## src/rtl/jtag_pkg.sv

```systemverilog
// Shared constants and types for the JTAG instruction/data register bank.
package jtag_pkg;

   // Default instruction opcodes for a 4-bit instruction register.
   localparam logic [3:0]  OP_BYPASS      = 4'b1111;
   localparam logic [3:0]  OP_IDCODE      = 4'b0001;
   localparam logic [3:0]  OP_USER        = 4'b1000;

   // Fixed low bits loaded into the IR on Capture-IR. The remaining upper bits load as zero.
   localparam logic [1:0]  IR_CAPTURE_PAT = 2'b01;

   localparam logic [31:0] DEF_IDCODE     = 32'h1000_0001;

   // Data register selected by the current instruction.
   typedef enum logic [1:0] {
      SEL_BYPASS,
      SEL_IDCODE,
      SEL_USER
   } dr_sel_e;

endpackage

```

## src/rtl/jtag_tdr_bank_if.sv

```systemverilog
// TAP-controller-to-register-bank link: scan strobes and TDI in, TDO/TDO_EN back.
interface jtag_tdr_bank_if;

   logic TDI;
   logic TAP_RST;
   logic CAPTUREIR;
   logic SHIFTIR;
   logic UPDATEIR;
   logic CAPTUREDR;
   logic SHIFTDR;
   logic UPDATEDR;
   logic TDO;
   logic TDO_EN;

   modport master (
      output TDI, TAP_RST, CAPTUREIR, SHIFTIR, UPDATEIR, CAPTUREDR, SHIFTDR, UPDATEDR,
      input  TDO, TDO_EN
   );

   modport slave (
      input  TDI, TAP_RST, CAPTUREIR, SHIFTIR, UPDATEIR, CAPTUREDR, SHIFTDR, UPDATEDR,
      output TDO, TDO_EN
   );

endinterface

```

## src/rtl/jtag_shift_reg.sv

```systemverilog
// Capture/shift register: a parallel load on capture, a right shift with serial input at the MSB,
// and the full contents visible (bit 0 is the serial output).
module jtag_shift_reg
   import jtag_pkg::*;
#(
   parameter int unsigned WIDTH = 8
) (
   input  logic             clk_i,
   input  logic             rst_i,
   input  logic             capture_i,
   input  logic             shift_i,
   input  logic             sin_i,
   input  logic [WIDTH-1:0] pin_i,
   output logic [WIDTH-1:0] q_o
);

   logic [WIDTH-1:0] sr_q;
   logic [WIDTH-1:0] sr_d;
   logic [WIDTH-1:0] shifted;

   if (WIDTH == 1) begin : g_w1
      assign shifted = sin_i;
   end else begin : g_wn
      assign shifted = {sin_i, sr_q[WIDTH-1:1]};
   end

   // Next value: capture takes priority over shift. Otherwise the register holds.
   always_comb begin
      sr_d = sr_q;
      if (capture_i) begin
         sr_d = pin_i;
      end else if (shift_i) begin
         sr_d = shifted;
      end
   end

   // State register with synchronous clear.
   always_ff @(posedge clk_i) begin
      if (rst_i) begin
         sr_q <= '0;
      end else begin
         sr_q <= sr_d;
      end
   end

   assign q_o = sr_q;

endmodule

```

## src/rtl/jtag_tdr_bank.sv

```systemverilog
// JTAG instruction register plus BYPASS/IDCODE/USER data registers and the TDO mux.
// Optional macro JTAG_TDR_SHIFT_COUNT_EN adds SHIFT_COUNT/COUNT_VALID.
module jtag_tdr_bank
   import jtag_pkg::*;
#(
   parameter int unsigned         IR_WIDTH   = 4,
   parameter int unsigned         USER_WIDTH = 32,
   parameter logic [31:0]         IDCODE_VAL = DEF_IDCODE,
   parameter logic [IR_WIDTH-1:0] OP_IDCODE  = IR_WIDTH'(jtag_pkg::OP_IDCODE),
   parameter logic [IR_WIDTH-1:0] OP_USER    = IR_WIDTH'(jtag_pkg::OP_USER)
) (
   input  logic                  TCK,
   input  logic                  TRST,
   jtag_tdr_bank_if.slave        tap,
   output logic [IR_WIDTH-1:0]   IR_OUT,
   input  logic [USER_WIDTH-1:0] USER_DR_IN,
   output logic [USER_WIDTH-1:0] USER_DR_OUT,
   output logic                  USER_UPDATE
`ifdef JTAG_TDR_SHIFT_COUNT_EN
   ,
   output logic [15:0]           SHIFT_COUNT,
   output logic                  COUNT_VALID
`endif
);

   logic                  any_cap, any_sh;
   logic                  cap_ir, cap_dr, sh_ir, sh_dr, upd_ir, upd_dr;
   dr_sel_e               dr_sel;
   logic [IR_WIDTH-1:0]   ir_sr;
   logic [31:0]           idc_sr;
   logic [USER_WIDTH-1:0] user_sr;
   logic [IR_WIDTH-1:0]   ir_out_q;
   logic                  ir_path_q;
   logic                  byp_q;
   logic [USER_WIDTH-1:0] user_out_q;
   logic                  user_upd_q;
   logic                  tdo_q, tdo_d;
   logic                  unused_idc;

   // Collapse the strobes into one action per cycle (capture > shift > update).
   // TAP_RST low blocks every action.
   assign any_cap = tap.CAPTUREIR | tap.CAPTUREDR;
   assign any_sh  = tap.SHIFTIR | tap.SHIFTDR;
   assign cap_ir  = tap.TAP_RST & tap.CAPTUREIR;
   assign cap_dr  = tap.TAP_RST & tap.CAPTUREDR & ~tap.CAPTUREIR;
   assign sh_ir   = tap.TAP_RST & ~any_cap & tap.SHIFTIR;
   assign sh_dr   = tap.TAP_RST & ~any_cap & tap.SHIFTDR & ~tap.SHIFTIR;
   assign upd_ir  = tap.TAP_RST & ~any_cap & ~any_sh & tap.UPDATEIR;
   assign upd_dr  = tap.TAP_RST & ~any_cap & ~any_sh & tap.UPDATEDR & ~tap.UPDATEIR;

   // Decode the current instruction into a data register select. Unknown codes select BYPASS.
   always_comb begin
      dr_sel = SEL_BYPASS;
      if (ir_out_q == OP_IDCODE) begin
         dr_sel = SEL_IDCODE;
      end else if (ir_out_q == OP_USER) begin
         dr_sel = SEL_USER;
      end
   end

   jtag_shift_reg #(.WIDTH(IR_WIDTH)) u_ir (
      .clk_i     (TCK),
      .rst_i     (TRST),
      .capture_i (cap_ir),
      .shift_i   (sh_ir),
      .sin_i     (tap.TDI),
      .pin_i     (IR_WIDTH'(IR_CAPTURE_PAT)),
      .q_o       (ir_sr)
   );

   jtag_shift_reg #(.WIDTH(32)) u_idcode (
      .clk_i     (TCK),
      .rst_i     (TRST),
      .capture_i (cap_dr & (dr_sel == SEL_IDCODE)),
      .shift_i   (sh_dr & (dr_sel == SEL_IDCODE)),
      .sin_i     (tap.TDI),
      .pin_i     (IDCODE_VAL),
      .q_o       (idc_sr)
   );

   jtag_shift_reg #(.WIDTH(USER_WIDTH)) u_user (
      .clk_i     (TCK),
      .rst_i     (TRST),
      .capture_i (cap_dr & (dr_sel == SEL_USER)),
      .shift_i   (sh_dr & (dr_sel == SEL_USER)),
      .sin_i     (tap.TDI),
      .pin_i     (USER_DR_IN),
      .q_o       (user_sr)
   );

   // Only the serial output of IDCODE is observed.
   assign unused_idc = ^idc_sr[31:1];

   // Instruction, scan-path flag, bypass bit and USER parallel output.
   always_ff @(posedge TCK) begin
      if (TRST) begin
         ir_out_q   <= OP_IDCODE;
         ir_path_q  <= 1'b0;
         byp_q      <= 1'b0;
         user_out_q <= '0;
         user_upd_q <= 1'b0;
      end else begin
         user_upd_q <= 1'b0;
         if (!tap.TAP_RST) begin
            ir_out_q  <= OP_IDCODE;
            ir_path_q <= 1'b0;
         end else begin
            if (cap_ir) begin
               ir_path_q <= 1'b1;
            end else if (cap_dr) begin
               ir_path_q <= 1'b0;
            end
            if (upd_ir) begin
               ir_out_q <= ir_sr;
            end
            if (cap_dr && dr_sel == SEL_BYPASS) begin
               byp_q <= 1'b0;
            end else if (sh_dr && dr_sel == SEL_BYPASS) begin
               byp_q <= tap.TDI;
            end
            if (upd_dr && dr_sel == SEL_USER) begin
               user_out_q <= user_sr;
               user_upd_q <= 1'b1;
            end
         end
      end
   end

   // Serial output source: the IR path after Capture-IR, otherwise the selected data register.
   always_comb begin
      tdo_d = byp_q;
      if (ir_path_q) begin
         tdo_d = ir_sr[0];
      end else if (dr_sel == SEL_IDCODE) begin
         tdo_d = idc_sr[0];
      end else if (dr_sel == SEL_USER) begin
         tdo_d = user_sr[0];
      end
   end

   // TDO is retimed on the falling edge so the bit is stable across the next rising edge.
   always_ff @(negedge TCK) begin
      if (TRST) begin
         tdo_q <= 1'b0;
      end else begin
         tdo_q <= tdo_d;
      end
   end

   assign tap.TDO     = tdo_q;
   assign tap.TDO_EN  = tap.SHIFTIR | tap.SHIFTDR;
   assign IR_OUT      = ir_out_q;
   assign USER_DR_OUT = user_out_q;
   assign USER_UPDATE = user_upd_q;

`ifdef JTAG_TDR_SHIFT_COUNT_EN
   logic [15:0] cnt_q;
   logic        cnt_valid_q;

   // Shift-cycle counter (saturating). It is valid from an update until the next capture.
   always_ff @(posedge TCK) begin
      if (TRST) begin
         cnt_q       <= '0;
         cnt_valid_q <= 1'b0;
      end else if (cap_ir || cap_dr) begin
         cnt_q       <= '0;
         cnt_valid_q <= 1'b0;
      end else begin
         if ((sh_ir || sh_dr) && cnt_q != '1) begin
            cnt_q <= cnt_q + 16'd1;
         end
         if (upd_ir || upd_dr) begin
            cnt_valid_q <= 1'b1;
         end
      end
   end

   assign SHIFT_COUNT = cnt_q;
   assign COUNT_VALID = cnt_valid_q;
`endif

endmodule
```

## src/flat_wrapper.sv

```systemverilog
// flat-port wrapper written by rule: the top's interface ports become plain ports
module jtag_tdr_bank_flat import jtag_pkg::*;
#(
   parameter int unsigned         IR_WIDTH   = 4,
   parameter int unsigned         USER_WIDTH = 32,
   parameter logic [31:0]         IDCODE_VAL = DEF_IDCODE,
   parameter logic [IR_WIDTH-1:0] OP_IDCODE  = IR_WIDTH'(jtag_pkg::OP_IDCODE),
   parameter logic [IR_WIDTH-1:0] OP_USER    = IR_WIDTH'(jtag_pkg::OP_USER)
)
  (TCK, TRST, IR_OUT, USER_DR_IN, USER_DR_OUT, USER_UPDATE, tap_TDI, tap_TAP_RST, tap_CAPTUREIR, tap_SHIFTIR, tap_UPDATEIR, tap_CAPTUREDR, tap_SHIFTDR, tap_UPDATEDR, tap_TDO, tap_TDO_EN);
  jtag_tdr_bank_if tap_i ();
  input  logic TCK;
  input  logic TRST;
  output logic [IR_WIDTH-1:0] IR_OUT;
  input  logic [USER_WIDTH-1:0] USER_DR_IN;
  output logic [USER_WIDTH-1:0] USER_DR_OUT;
  output logic USER_UPDATE;
  input wire logic [$bits(tap_i.TDI)-1:0] tap_TDI;
  input wire logic [$bits(tap_i.TAP_RST)-1:0] tap_TAP_RST;
  input wire logic [$bits(tap_i.CAPTUREIR)-1:0] tap_CAPTUREIR;
  input wire logic [$bits(tap_i.SHIFTIR)-1:0] tap_SHIFTIR;
  input wire logic [$bits(tap_i.UPDATEIR)-1:0] tap_UPDATEIR;
  input wire logic [$bits(tap_i.CAPTUREDR)-1:0] tap_CAPTUREDR;
  input wire logic [$bits(tap_i.SHIFTDR)-1:0] tap_SHIFTDR;
  input wire logic [$bits(tap_i.UPDATEDR)-1:0] tap_UPDATEDR;
  output wire logic [$bits(tap_i.TDO)-1:0] tap_TDO;
  output wire logic [$bits(tap_i.TDO_EN)-1:0] tap_TDO_EN;
  assign tap_i.TDI = tap_TDI;
  assign tap_i.TAP_RST = tap_TAP_RST;
  assign tap_i.CAPTUREIR = tap_CAPTUREIR;
  assign tap_i.SHIFTIR = tap_SHIFTIR;
  assign tap_i.UPDATEIR = tap_UPDATEIR;
  assign tap_i.CAPTUREDR = tap_CAPTUREDR;
  assign tap_i.SHIFTDR = tap_SHIFTDR;
  assign tap_i.UPDATEDR = tap_UPDATEDR;
  assign tap_TDO = tap_i.TDO;
  assign tap_TDO_EN = tap_i.TDO_EN;
  jtag_tdr_bank #(.IR_WIDTH(IR_WIDTH), .USER_WIDTH(USER_WIDTH), .IDCODE_VAL(IDCODE_VAL), .OP_IDCODE(OP_IDCODE), .OP_USER(OP_USER)) u_core (.TCK(TCK), .TRST(TRST), .tap(tap_i), .IR_OUT(IR_OUT), .USER_DR_IN(USER_DR_IN), .USER_DR_OUT(USER_DR_OUT), .USER_UPDATE(USER_UPDATE));
endmodule
```

## config.mk

```make
export PLATFORM = sky130hd
export DESIGN_NAME = jtag_tdr_bank_flat
export DESIGN_NICKNAME = d
export VERILOG_FILES = /design/src/rtl/jtag_pkg.sv /design/src/rtl/jtag_tdr_bank_if.sv /design/src/rtl/jtag_shift_reg.sv /design/src/rtl/jtag_tdr_bank.sv /design/src/flat_wrapper.sv
export SDC_FILE = /design/constraint.sdc
export NUM_CORES = 1
export LEC_CHECK = 0
export CAP_MARGIN = 20
export CORE_MARGIN = 3
export CORE_UTILIZATION = 40
export CTS_CLUSTER_DIAMETER = 120
export DETAILED_ROUTE_END_ITERATION = 16
export GPL_ROUTABILITY_DRIVEN = 0
export PLACE_DENSITY = 0.75
export SLEW_MARGIN = 0
export SYNTH_ARGS = -nofsm -noshare
export SYNTH_HDL_FRONTEND = slang
export SYNTH_SLANG_ARGS = --single-unit
```

## constraint.sdc

```tcl
create_clock -name TCK -period 2.1 [get_ports TCK]
set_input_delay 0.21 -clock TCK [delete_from_list [all_inputs] [get_ports TCK]]
set_output_delay 0.21 -clock TCK [all_outputs]
set_load 0.02 [all_outputs]
```

==> results of run 1 <==
power groups by stage:
stage | clock network, mW | logic [mW] | registers [mW]
floorplan | 0.00596 | 0.0584 | 2.10
global placement | 0.00596 | 0.162 | 2.10
detailed placement | 0.00596 | 0.164 | 2.10
CTS | 1.30 | 0.165 | 2.05
global route | 1.37 | 0.178 | 2.06
finish | 1.25 | 0.165 | 2.05
final cells by class:
cell class	count	area, um^2	share of cell area, %
Sequential cell	108	2170	40.12
Multi-Input combinational cell	339	1856	34.31
Timing Repair Buffer	98	994.7	18.39
Clock buffer	12	176.4	3.262
Tap cell	133	166.4	3.077
Clock inverter	4	30.03	0.5553
Inverter	4	15.01	0.2776
path summary, 6_finish.rpt:
kind | endpoint | slack [ps] | cells past startpoint
min | u_core.u_user.q_o[25]$_SDFFE_PP0P_ | 410 | 3
max | u_core.tap.TDO$_SDFF_NP0_ | -210 | 4
min reg2reg | u_core.u_idcode.q_o[29]$_SDFFE_PP0P_ | 460 | 2
max reg2reg | u_core.tap.TDO$_SDFF_NP0_ | -210 | 4
layout by cell type (no fill, tap or decap), types with 2 or more instances in the layout:
| cell | count |
|---|---|
| nand2b_1 | 3 |
| mux2i_1 | 40 |
| buf_12 | 5 |
| and2_1 | 2 |
| dfxtp_2 | 3 |
| nor2b_1 | 4 |
| a311oi_1 | 32 |
| nand3_1 | 2 |
| inv_6 | 2 |
| a21oi_1 | 33 |
| clkdlybuf4s50_1 | 78 |
| a31oi_1 | 2 |
| dfxtp_1 | 104 |
| inv_1 | 5 |
| nand2_1 | 132 |
| clkbuf_8 | 11 |
| nor2_1 | 75 |
| buf_4 | 13 |
Yosys cell counts (3+ instances only):
library cell / n / area share, %
a21oi_1: 34 / 4.1
a311oi_1: 32 / 6.7
buf_2: 11 / 1.3
buf_4: 7 / 1.3
clkbuf_1: 18 / 1.6
dfxtp_1: 108 / 51
inv_1: 5 / 0.45
mux2i_1: 40 / 9.5
nand2_1: 132 / 12
nand2b_1: 3 / 0.45
nor2_1: 75 / 6.7
nor2b_1: 4 / 0.60
routing by layer:
| layer | routed length, um | share of wire [%] | track usage [%] | vias to the layer above |
|---|---|---|---|---|
| li1 | - | - | - | 1779 |
| met1 | 4129 | 45 | 19.74 | 1618 |
| met2 | 4555 | 49 | 28.11 | 66 |
| met3 | 428 | 4.6 | 4.896 | 10 |
| met4 | 138 | 1.5 | 4.418 | 0 |
| met5 | 0 | 0 | 0 | - |
state kept, by name, indices dropped and copies added (netlist names):
| name | count |
|---|---|
| u_core.USER_DR_OUT | 32 |
| u_core.ir_path_q | 1 |
| u_core.tap.TDO | 1 |
| u_core.u_ir.q_o | 4 |
| u_core.IR_OUT | 4 |
| u_core.byp_q | 1 |
| u_core.USER_UPDATE | 1 |
| u_core.u_idcode.q_o | 32 |
| u_core.u_user.q_o | 32 |
repair_timing:
| action | 4_1_cts | 5_1_grt |
|---|---|---|
| pin swaps | 1 | 0 |
| endpoints found under the hold margin | 0 | 0 |
| endpoints found under the setup margin | 2 | 2 |
| gates cloned | 0 | 0 |
| setup buffers | 0 | 0 |
| gates resized for setup | 7 | 1 |
per-stage QoR:
step	power, mW	setup TNS (ps)
2_1_floorplan	2.166	-313.0
3_3_place_gp	2.270	-288.9
3_5_place_dp	2.272	-319.2
4_1_cts	3.515	-240.3
5_1_grt	3.604	-304.3
6_report	3.474	-234.3
critical path, cell delays in order, from the launching register on:
cell and delay (ps):
dfxtp_2 340, nor4b_4 320, mux2_4 340, o21ai_2 120, a21oi_1 70
logic make-up after synthesis:
group           share of synthesized area (%)
simple gates                            22.10
flops                                   51.47
xor+xnor                               0.2086
compound gates                          11.80
mux                                     9.800
buf+inv                                 4.617
==> results by group, run 1 <==
Clock tree
  – Clock transition at the registers of the reported paths: 100 ps
  – Root buffer cell: clkbuf_8
  – Total clock sinks: between 100 and 150
  – Clock tree from TritonCTS: done
  – Number of clock buffers inserted by TritonCTS: 9
  – Max H-tree Level: 3
  – Clock insertion delay at the later pin of the skew report: 390 ps
  – Longest Clk Path Bufs: 2
  – Quantity of hold-fixing buffers added after cts: 0

Layout
  – Layout Nets: about 600
  – ANT cells: 0
  – Core Util, Final: ~54%
  – Relative area change from synthesis to final layout: 28.75%
  – Layout cell share with drive strength beyond 1: ~8.5%
  – Fill cell count: 920
  – Design Area, Final: ~5400 um^2
  – Fin cells: around 700

Setup path
  – Crit path launch type: register
  – Launching point of the worst reg2reg path: u_core.IR_OUT[0]$_SDFFE_PP1P_
  – Crit Path Category: reg2reg
  – Critical path launch point: u_core.IR_OUT[0]$_SDFFE_PP1P_
  – Data arrival time at the worst-slack endpoint: 1530 ps
  – Highest net fanout along the worst path: 2
  – Critical path data required time: 1330 ps
  – Sort of element at the end of the critical path: register

Floorplanning
  – Number of standard-cell rows in the floorplan: 36
  – Total die area: 11770 um^2
  – Core area: 10000 um^2
  – Die Y-Extent: 108.5 um
  – Number of placed I/O pins: 81
  – Initial cell density of the core: a little over two fifths
  – Die span in x: 108.5 um

Timing
  – Final hold violation count: 0
  – Max transition margin: about 50%
  – Final WS setup: -207.1 ps
  – Pin slew with the least headroom to its limit: around 750 ps
  – Maximum clock skew at final layout: 41.34 ps
  – Number of failing setup endpoints in the final timing report: 2
  – Unrepaired setup endpoints after global routing: yes
  – Final Max Slew Viols: 0
  – Worst hold-check slack: a little over 400 ps

Pwr
  – Relative contribution of the clock network to total power: between 30% and 40%
  – Switching Share: between 20 and 25%
  – Power share of the combinational group: between 4 and 5%
  – Net load switching power: between 0.7 and 0.8 mW
  – Proportion of power drawn by flip-flops and latches: 59.2%
  – Power per standard cell area: between 600 and 700 nW/um^2
  – Power Internal: around 2.7 mW
  – Worst voltage drop across the vdd grid: 509.9 uV
  – Leakage power: 2.019 nW

Placement
  – # port buffers: 80
  – Cell Area, Placed: slightly above 5000 um^2
  – Placed Instances: between 600 and 700
  – Worst slack at placement: -227.9 ps
  – Post-DP HPWL: 6306 um

Synth
  – Most frequently used flop master after synthesis: dfxtp_1
  – Net count of the mapped netlist: 530
  – Post-Synthesis Cell Area: 4200 um^2
  – Synth unique cells: 28
  – Syn. warnings: 0
  – Post-synthesis sequential element count: approximately 110
  – Synthesized netlist cell count: roughly 490
  – Number of flops mapped to enable cells by yosys: 0
  – Register area share after synthesis: 51.47%
  – Async set-or-reset flop fraction in the synthesized netlist: 0%
  – Avg Cell Area, Syn: between 8 and 9 um^2

Status
  – Violations in the final reports: setup timing
  – Run status: finished, violations left

Drt
  – Total length of routed wires: between 9000 and 10000 um
  – Violation count after the first detailed-route iteration: around 160
  – Per-cell via count in the routed design: around 5.0
  – Average detailed-routed wire length per instance: about 13 um
  – DRT antenna net count: 0
  – Initial DRT Pass Iterations: 4
  – Overall via count from detail_route: approximately 3500
  – Post-route DRC violation count: 0

GRT
  – Total global routing track utilization: between 10% and 20%
  – Number of global-route vias before repair: 3331
  – Remaining global-route overflow: 0
  – Largest net degree at the start of global routing: 73
  – Wire length of the first global-routing pass: about 15000 um
  – Antenna violations before repair: 0

Min path
  – Origin of the worst min-delay path: USER_DR_IN[25]
  – Classification of the worst-slack hold path: in2reg

Run
  – Count of max-cap constraint violations: 0
Power figures use the tool's default switching activity.
==> run 2: changes to the inputs <==
--- a/config.mk
+++ b/config.mk
@@ -11,7 +11,7 @@
 export CTS_CLUSTER_DIAMETER = 120
 export DETAILED_ROUTE_END_ITERATION = 16
 export GPL_ROUTABILITY_DRIVEN = 0
-export PLACE_DENSITY = 0.75
+export PLACE_DENSITY_LB_ADDON = 0.08
 export SLEW_MARGIN = 0
 export SYNTH_ARGS = -nofsm -noshare
 export SYNTH_HDL_FRONTEND = slang
==> run 2 against run 1 <==
  * The run still ends with setup timing left
  * Largest power group unchanged
  * Count of clock-buffer cells in the layout down 3
  * Clock skew down 3.7 ps
  * Combinational power about the same
  * Highest routed layer unchanged
  * Critical path depth unchanged
  * Critical path type unchanged
  * Die area unchanged
  * Routed wire length up 2.7%
==> results by group, run 2 (synthesis results as in run 1) <==
Floorplanning
  – Core area: ~10000 um^2
  – Die span in x: between 100 and 150 um
  – Number of standard-cell rows in the floorplan: 36
  – Die Y-Extent: between 100 and 150 um
  – Total die area: approximately 12000 um^2
  – Number of placed I/O pins: a little over 80
  – Initial cell density of the core: a little over two fifths

Drt
  – DRT antenna net count: 0
  – Post-route DRC violation count: 0
  – Violation count after the first detailed-route iteration: ~150
  – Overall via count from detail_route: ~3500
  – Total length of routed wires: about 9500 um
  – Average detailed-routed wire length per instance: roughly 14 um
  – Per-cell via count in the routed design: approximately 5
  – Initial DRT Pass Iterations: 4

Placement
  – # port buffers: 80
  – Worst slack at placement: -251.7 ps
  – Post-DP HPWL: between 6000 and 7000 um
  – Cell Area, Placed: 5221 um^2
  – Placed Instances: 683

Timing
  – Unrepaired setup endpoints after global routing: yes
  – Pin slew with the least headroom to its limit: ~750 ps
  – Max transition margin: between 40% and 50%
  – Final hold violation count: 0
  – Number of failing setup endpoints in the final timing report: 1
  – Final WS setup: -196.2 ps
  – Final Max Slew Viols: 0
  – Maximum clock skew at final layout: ~38 ps

Setup path
  – Launching point of the worst reg2reg path: u_core.IR_OUT[0]$_SDFFE_PP1P_
  – Critical path launch point: u_core.IR_OUT[0]$_SDFFE_PP1P_
  – Crit Path Category: reg2reg
  – Data arrival time at the worst-slack endpoint: 1530 ps
  – Sort of element at the end of the critical path: register
  – Critical path data required time: 1330 ps
  – Highest net fanout along the worst path: 2
  – Crit path launch type: register

Pwr
  – Leakage power: a little over 2 nW
  – Worst voltage drop across the vdd grid: around 330 uV
  – Power per standard cell area: between 600 and 700 nW/um^2

Clock tree
  – Longest Clk Path Bufs: 2
  – Clock insertion delay at the later pin of the skew report: slightly below 400 ps
  – Setup bufs post-CTS: 0
  – Max H-tree Level: 3
  – Quantity of hold-fixing buffers added after cts: 0
  – Root buffer cell: clkbuf_8
  – Clock transition at the registers of the reported paths: 100 ps
  – Clock tree from TritonCTS: done
  – Number of clock buffers inserted by TritonCTS: 9
  – Total clock sinks: ~110

GRT
  – Antenna violations before repair: 0
  – Largest net degree at the start of global routing: 73
  – Remaining global-route overflow: 0
  – Number of global-route vias before repair: approximately 3400
  – Total global routing track utilization: between 10% and 20%
  – Wire length of the first global-routing pass: between 15000 and 20000 um

Layout
  – Layout cell share with drive strength beyond 1: approximately 8.7%
  – Design Area, Final: roughly 5500 um^2
  – ANT cells: 0
  – Layout Nets: 603
  – Relative area change from synthesis to final layout: 30.00%
  – Fin cells: approximately 700
  – Fill cell count: between 900 and 1000
  – Most frequent standard cell in the layout excluding fill and tap cells: nand2_1
  – Top library cells by usage in the layout, fill and taps aside: nand2_1, dfxtp_1, clkdlybuf4s50_1

Status
  – Violations in the final reports: setup timing
  – Run status: finished, violations left

Min path
  – Classification of the worst-slack hold path: in2reg
  – Origin of the worst min-delay path: USER_DR_IN[14]

Run
  – Count of max-cap constraint violations: 0
-- run 2: cell count changes in the layout (fill, tap and decap cells not counted), sizes merged --
cell / before / now
clkinvlp: 0 / 2
clkbuf: 12 / 9
bufinv: 0 / 2
-- run 2: path summary, 6_finish.rpt --
check                                             end  slack [ps]  cells after the start
hold reg to reg   u_core.u_idcode.q_o[8]$_SDFFE_PP0P_         450                      2
setup / recovery            u_core.tap.TDO$_SDFF_NP0_        -200                      4
hold / removal     u_core.u_user.q_o[14]$_SDFFE_PP0P_         410                      3
setup reg to reg            u_core.tap.TDO$_SDFF_NP0_        -200                      4
-- run 2: metal layers --
layer,GRT usage [%],vias up,share of wire [%],wire (um)
met5,0,-,0,0
met4,5.681,0,1.5,140
met3,5.552,11,5.6,534
met2,28.07,72,47,4508
met1,20.57,1633,45,4322
li1,-,1778,-,-
-- run 2: what timing repair did --
action / CTS / global route
pin swaps: 1 / 0
endpoints found under the setup margin: 2 / 2
gates resized for setup: 7 / 2
-- run 2: area by class of cell --
| class | instances | area, um^2 | area share [%] |
|---|---|---|---|
| timing repair buffer | 98 | 1020 | 18.68 |
| sequential | 108 | 2170 | 39.73 |
| tap | 133 | 166.4 | 3.048 |
| clock buffer | 9 | 123.9 | 2.269 |
| multi-input combinational | 339 | 1864 | 34.14 |
| inverter | 4 | 15.01 | 0.2750 |
| clock inverter | 8 | 101.3 | 1.856 |
-- run 2: worst max-delay path: stages, from the launching register on --
cell     delay, ps
dfxtp_2        350
nor4b_4        310
mux2_4         330
o21ai_2        130
a21oi_2         60
-- run 2: stage by stage --
stage | hold WS (ps) | TNS, ps | total power, mW | util [%]
global placement | 439.2 | -295.7 | 2.275 | 52.21
detailed placement | 443.5 | -303.9 | 2.274 | 52.21
floorplan | 327.4 | -313.0 | 2.166 | -
global route | 394.6 | -293.4 | 3.775 | 54.60
CTS | 387.6 | -204.7 | 3.681 | 54.48
finish | 406.6 | -196.2 | 3.626 | 54.60
-- run 2: where the power goes --
part | internal [mW] | total (mW) | switching, mW | leakage [nW]
Clock | 0.681 | 1.40 | 0.723 | 0.112
Sequential | 2.05 | 2.06 | 0.00432 | 0.872
Combinational | 0.0908 | 0.166 | 0.0754 | 1.06
Total | 2.82 | 3.63 | 0.803 | 2.04
==> run 3: changes to the inputs <==
--- a/config.mk
+++ b/config.mk
@@ -15,4 +15,5 @@
 export SLEW_MARGIN = 0
 export SYNTH_ARGS = -nofsm -noshare
 export SYNTH_HDL_FRONTEND = slang
+export SYNTH_HIERARCHICAL = 1
 export SYNTH_SLANG_ARGS = --single-unit
==> run 3 against run 2 <==
  * The flow still finishes with violations (setup timing)
  * Clock power rose by 28%
  * Die area rose by 14%
  * Via count rose by 3.9%
  * Global-route usage fell by 0.75 points
  * Core utilization rose by 1.3 points
  * Sequential cell count did not move
  * Largest power group unchanged
  * Highest routed layer unchanged
==> results by group, run 3 <==
Pwr
  – Relative contribution of the clock network to total power: 42.9%
  – Leakage power: between 2 and 2.5 nW
  – Post-route total power: about 4.2 mW
  – Proportion of power drawn by flip-flops and latches: roughly half
  – Power per standard cell area: between 600 and 700 nW/um^2
  – Power Internal: 3.273 mW
  – Worst voltage drop across the vdd grid: 617.8 uV
  – Switching Share: between 20 and 25%
  – Net load switching power: 0.8937 mW
  – Power share of the combinational group: around 6.5%

Run
  – Count of max-cap constraint violations: 0

Clock tree
  – Clock insertion delay at the later pin of the skew report: a little under 400 ps
  – Root buffer cell: clkbuf_16
  – Clock tree from TritonCTS: done
  – Clock transition at the registers of the reported paths: 70 ps
  – Max H-tree Level: 3
  – Longest Clk Path Bufs: 2
  – Total clock sinks: 108
  – Number of clock buffers inserted by TritonCTS: 9

Synth
  – Avg Cell Area, Syn: around 10 um^2
  – Async set-or-reset flop fraction in the synthesized netlist: 0%
  – Synth unique cells: 27
  – Syn. warnings: 6
  – Cell types with the highest counts after synthesis: dfxtp_1, mux2i_1, nor2b_1
  – Leading area contributor after synthesis: dfxtp_1
  – Top cells by area, synth: dfxtp_1, mux2i_1, a211oi_1
  – Share of the synthesized area in the top cell type: between 40 and 50%
  – Register area share after synthesis: between 40% and 50%
  – Most common cell in the synthesized netlist: dfxtp_1
  – Post-Synthesis Cell Area: 4810 um^2
  – Synthesized netlist cell count: roughly 460
  – Most frequently used flop master after synthesis: dfxtp_1
  – Number of flops mapped to enable cells by yosys: 0
  – Post-synthesis sequential element count: ~110

GRT
  – Wire length of the first global-routing pass: around 17000 um
  – Total global routing track utilization: between 15 and 20%
  – Largest net degree at the start of global routing: between 50 and 60
  – Number of global-route vias before repair: about 3400
  – Remaining global-route overflow: 0
  – Antenna violations before repair: 0

Drt
  – Overall via count from detail_route: 3629
  – Average detailed-routed wire length per instance: 15.69 um
  – Violation count after the first detailed-route iteration: approximately 180
  – Uppermost layer routed: met4
  – Initial DRT Pass Iterations: 4
  – Post-route DRC violation count: 0
  – DRT antenna net count: 0
  – Length of routed wiring on met1: 5331 um
  – Metal3 WL: 496 um
  – Per-cell via count in the routed design: just under 5
  – Total length of routed wires: around 12000 um
  – Metal2 WL: 5574 um

Layout
  – Core Util, Final: 55.95%
  – Relative area change from synthesis to final layout: 34.52%
  – Seq. cell area: approximately 2200 um^2
  – Fill cell count: ~1100
  – Multi-input gate area: roughly 2600 um^2
  – Most frequent standard cell in the layout excluding fill and tap cells: dfxtp_1
  – Top library cells by usage in the layout, fill and taps aside: dfxtp_1, mux2i_1, clkdlybuf4s50_1
  – ANT cells: 0
  – Layout cell share with drive strength beyond 1: about 12%
  – Layout Nets: between 600 and 700

Floorplanning
  – Total die area: between 10000 and 15000 um^2
  – Die span in x: 115.7 um
  – Number of placed I/O pins: 81
  – Number of standard-cell rows in the floorplan: 39
  – Die Y-Extent: 115.7 um
  – Core area: 11560 um^2
  – Initial cell density of the core: 41.59%

Timing
  – Pin slew with the least headroom to its limit: 583.1 ps
  – Worst hold-check slack: ~470 ps
  – Setup total negative slack: -166.5 ps
  – Number of failing setup endpoints in the final timing report: 2
  – Final hold violation count: 0
  – Unrepaired setup endpoints after global routing: yes
  – Final Max Slew Viols: 0
  – Max transition margin: 61.13%
  – Maximum clock skew at final layout: 52.74 ps
  – Final WS setup: -144.9 ps

Min path
  – Classification of the worst-slack hold path: in2reg

Placement
  – Post-DP HPWL: between 6000 and 7000 um
  – Worst slack at placement: -188.3 ps
  – # port buffers: 80

Setup path
  – Data arrival time at the worst-slack endpoint: 1470 ps
  – Sort of element at the end of the critical path: register
  – Crit path launch type: register
  – Max stage delay on crit path: around 380 ps
  – Crit Path Category: reg2reg
  – Highest net fanout along the worst path: 2
  – Critical path data required time: 1330 ps
  – Slowest stage cell, crit path: or3b_4
  – Worst path cell trace: or2_4, or3b_4, o22ai_2, o41ai_2
  – Slack of the worst reg-to-reg path: -140 ps

Status
  – Run status: finished, violations left
  – Violations in the final reports: setup timing
-- run 3: cell types whose count changed in the layout (fill, tap and decap cells not counted), sizes merged, moves of 6 or more --
cell,delta
a21oi,-31
a311oi,-32
clkbuf,+6
conb,+36
buf,+12
nor2b,+68
a211oi,+68
nor2,-30
mux2i,+64
nand2,-130
-- run 3: power groups by stage --
stage	Clock (mW)	Combinational [mW]	Sequential, mW
final	1.79	0.269	2.11
after global routing	1.92	0.297	2.11
after CTS	1.84	0.259	2.11
after detailed placement	0.00596	0.255	2.16
after global placement	0.00596	0.252	2.15
after floorplan	0.00596	0.132	2.15
-- run 3: layer usage --
| layer | global-route usage (%) | up-vias |
|---|---|---|
| met1 | 20.68 | 1721 |
| met2 | 26.43 | 52 |
| met5 | 0 | - |
| met3 | 5.326 | 10 |
| li1 | - | 1846 |
| met4 | 4.099 | 0 |
-- run 3: worst paths after layout --
| kind | from | endpoint | cells after the start |
|---|---|---|---|
| setup / recovery | u_core/IR_OUT[1]$_SDFFE_PP0P_ | u_core/tap.TDO$_SDFF_NP0_ | 4 |
| hold / removal | TRST | u_core/USER_DR_OUT[22]$_SDFFE_PP0P_ | 3 |
| hold reg to reg | u_core/USER_DR_OUT[22]$_SDFFE_PP0P_ | u_core/USER_DR_OUT[22]$_SDFFE_PP0P_ | 2 |
| setup reg to reg | u_core/IR_OUT[1]$_SDFFE_PP0P_ | u_core/tap.TDO$_SDFF_NP0_ | 4 |
-- run 3: cells by family after synthesis --
kind of cell              count (synthesis)  synth area share, %
AOI/OAI and AO/OA                        75                11.60
xor gates and xnor gates                  1               0.1821
buffers and inverters                    41                6.166
DFF                                     108                44.95
muxes                                   104                21.64
other                                     2               0.1561
and+or+nand+nor                         132                15.30
-- run 3: timing repair --
action / in CTS / in global routing
hold endpoints to repair: 0 / 0
cloned: 0 / 7
hold buffers: 0 / 0
setup buffers: 1 / 2
pin swaps: 0 / 5
gates resized for setup: 8 / 22
setup endpoints to repair: 2 / 66
-- run 3: layout make-up --
class | count | area share (%)
repair buffers | 114 | 18.72
flip-flops and latches | 108 | 33.49
clock inverters | 5 | 1.218
multi-input cells | 348 | 39.86
clock buffers | 11 | 3.597
well taps | 143 | 2.765
inverters | 6 | 0.3481
-- run 3: stage by stage --
step / instances / area (um^2)
finish: 735 / 6470
global route: 735 / 6470
CTS: 727 / 6252
detailed placement: 711 / 5922
global placement: 711 / 5922
floorplan: 497 / 4947
-- run 3: worst max-delay path, delay by kind of cell (launching register included) --
family / cells / cell delay, ps
flops: 1 / 340
compound gates: 2 / 180
simple gates: 2 / 600
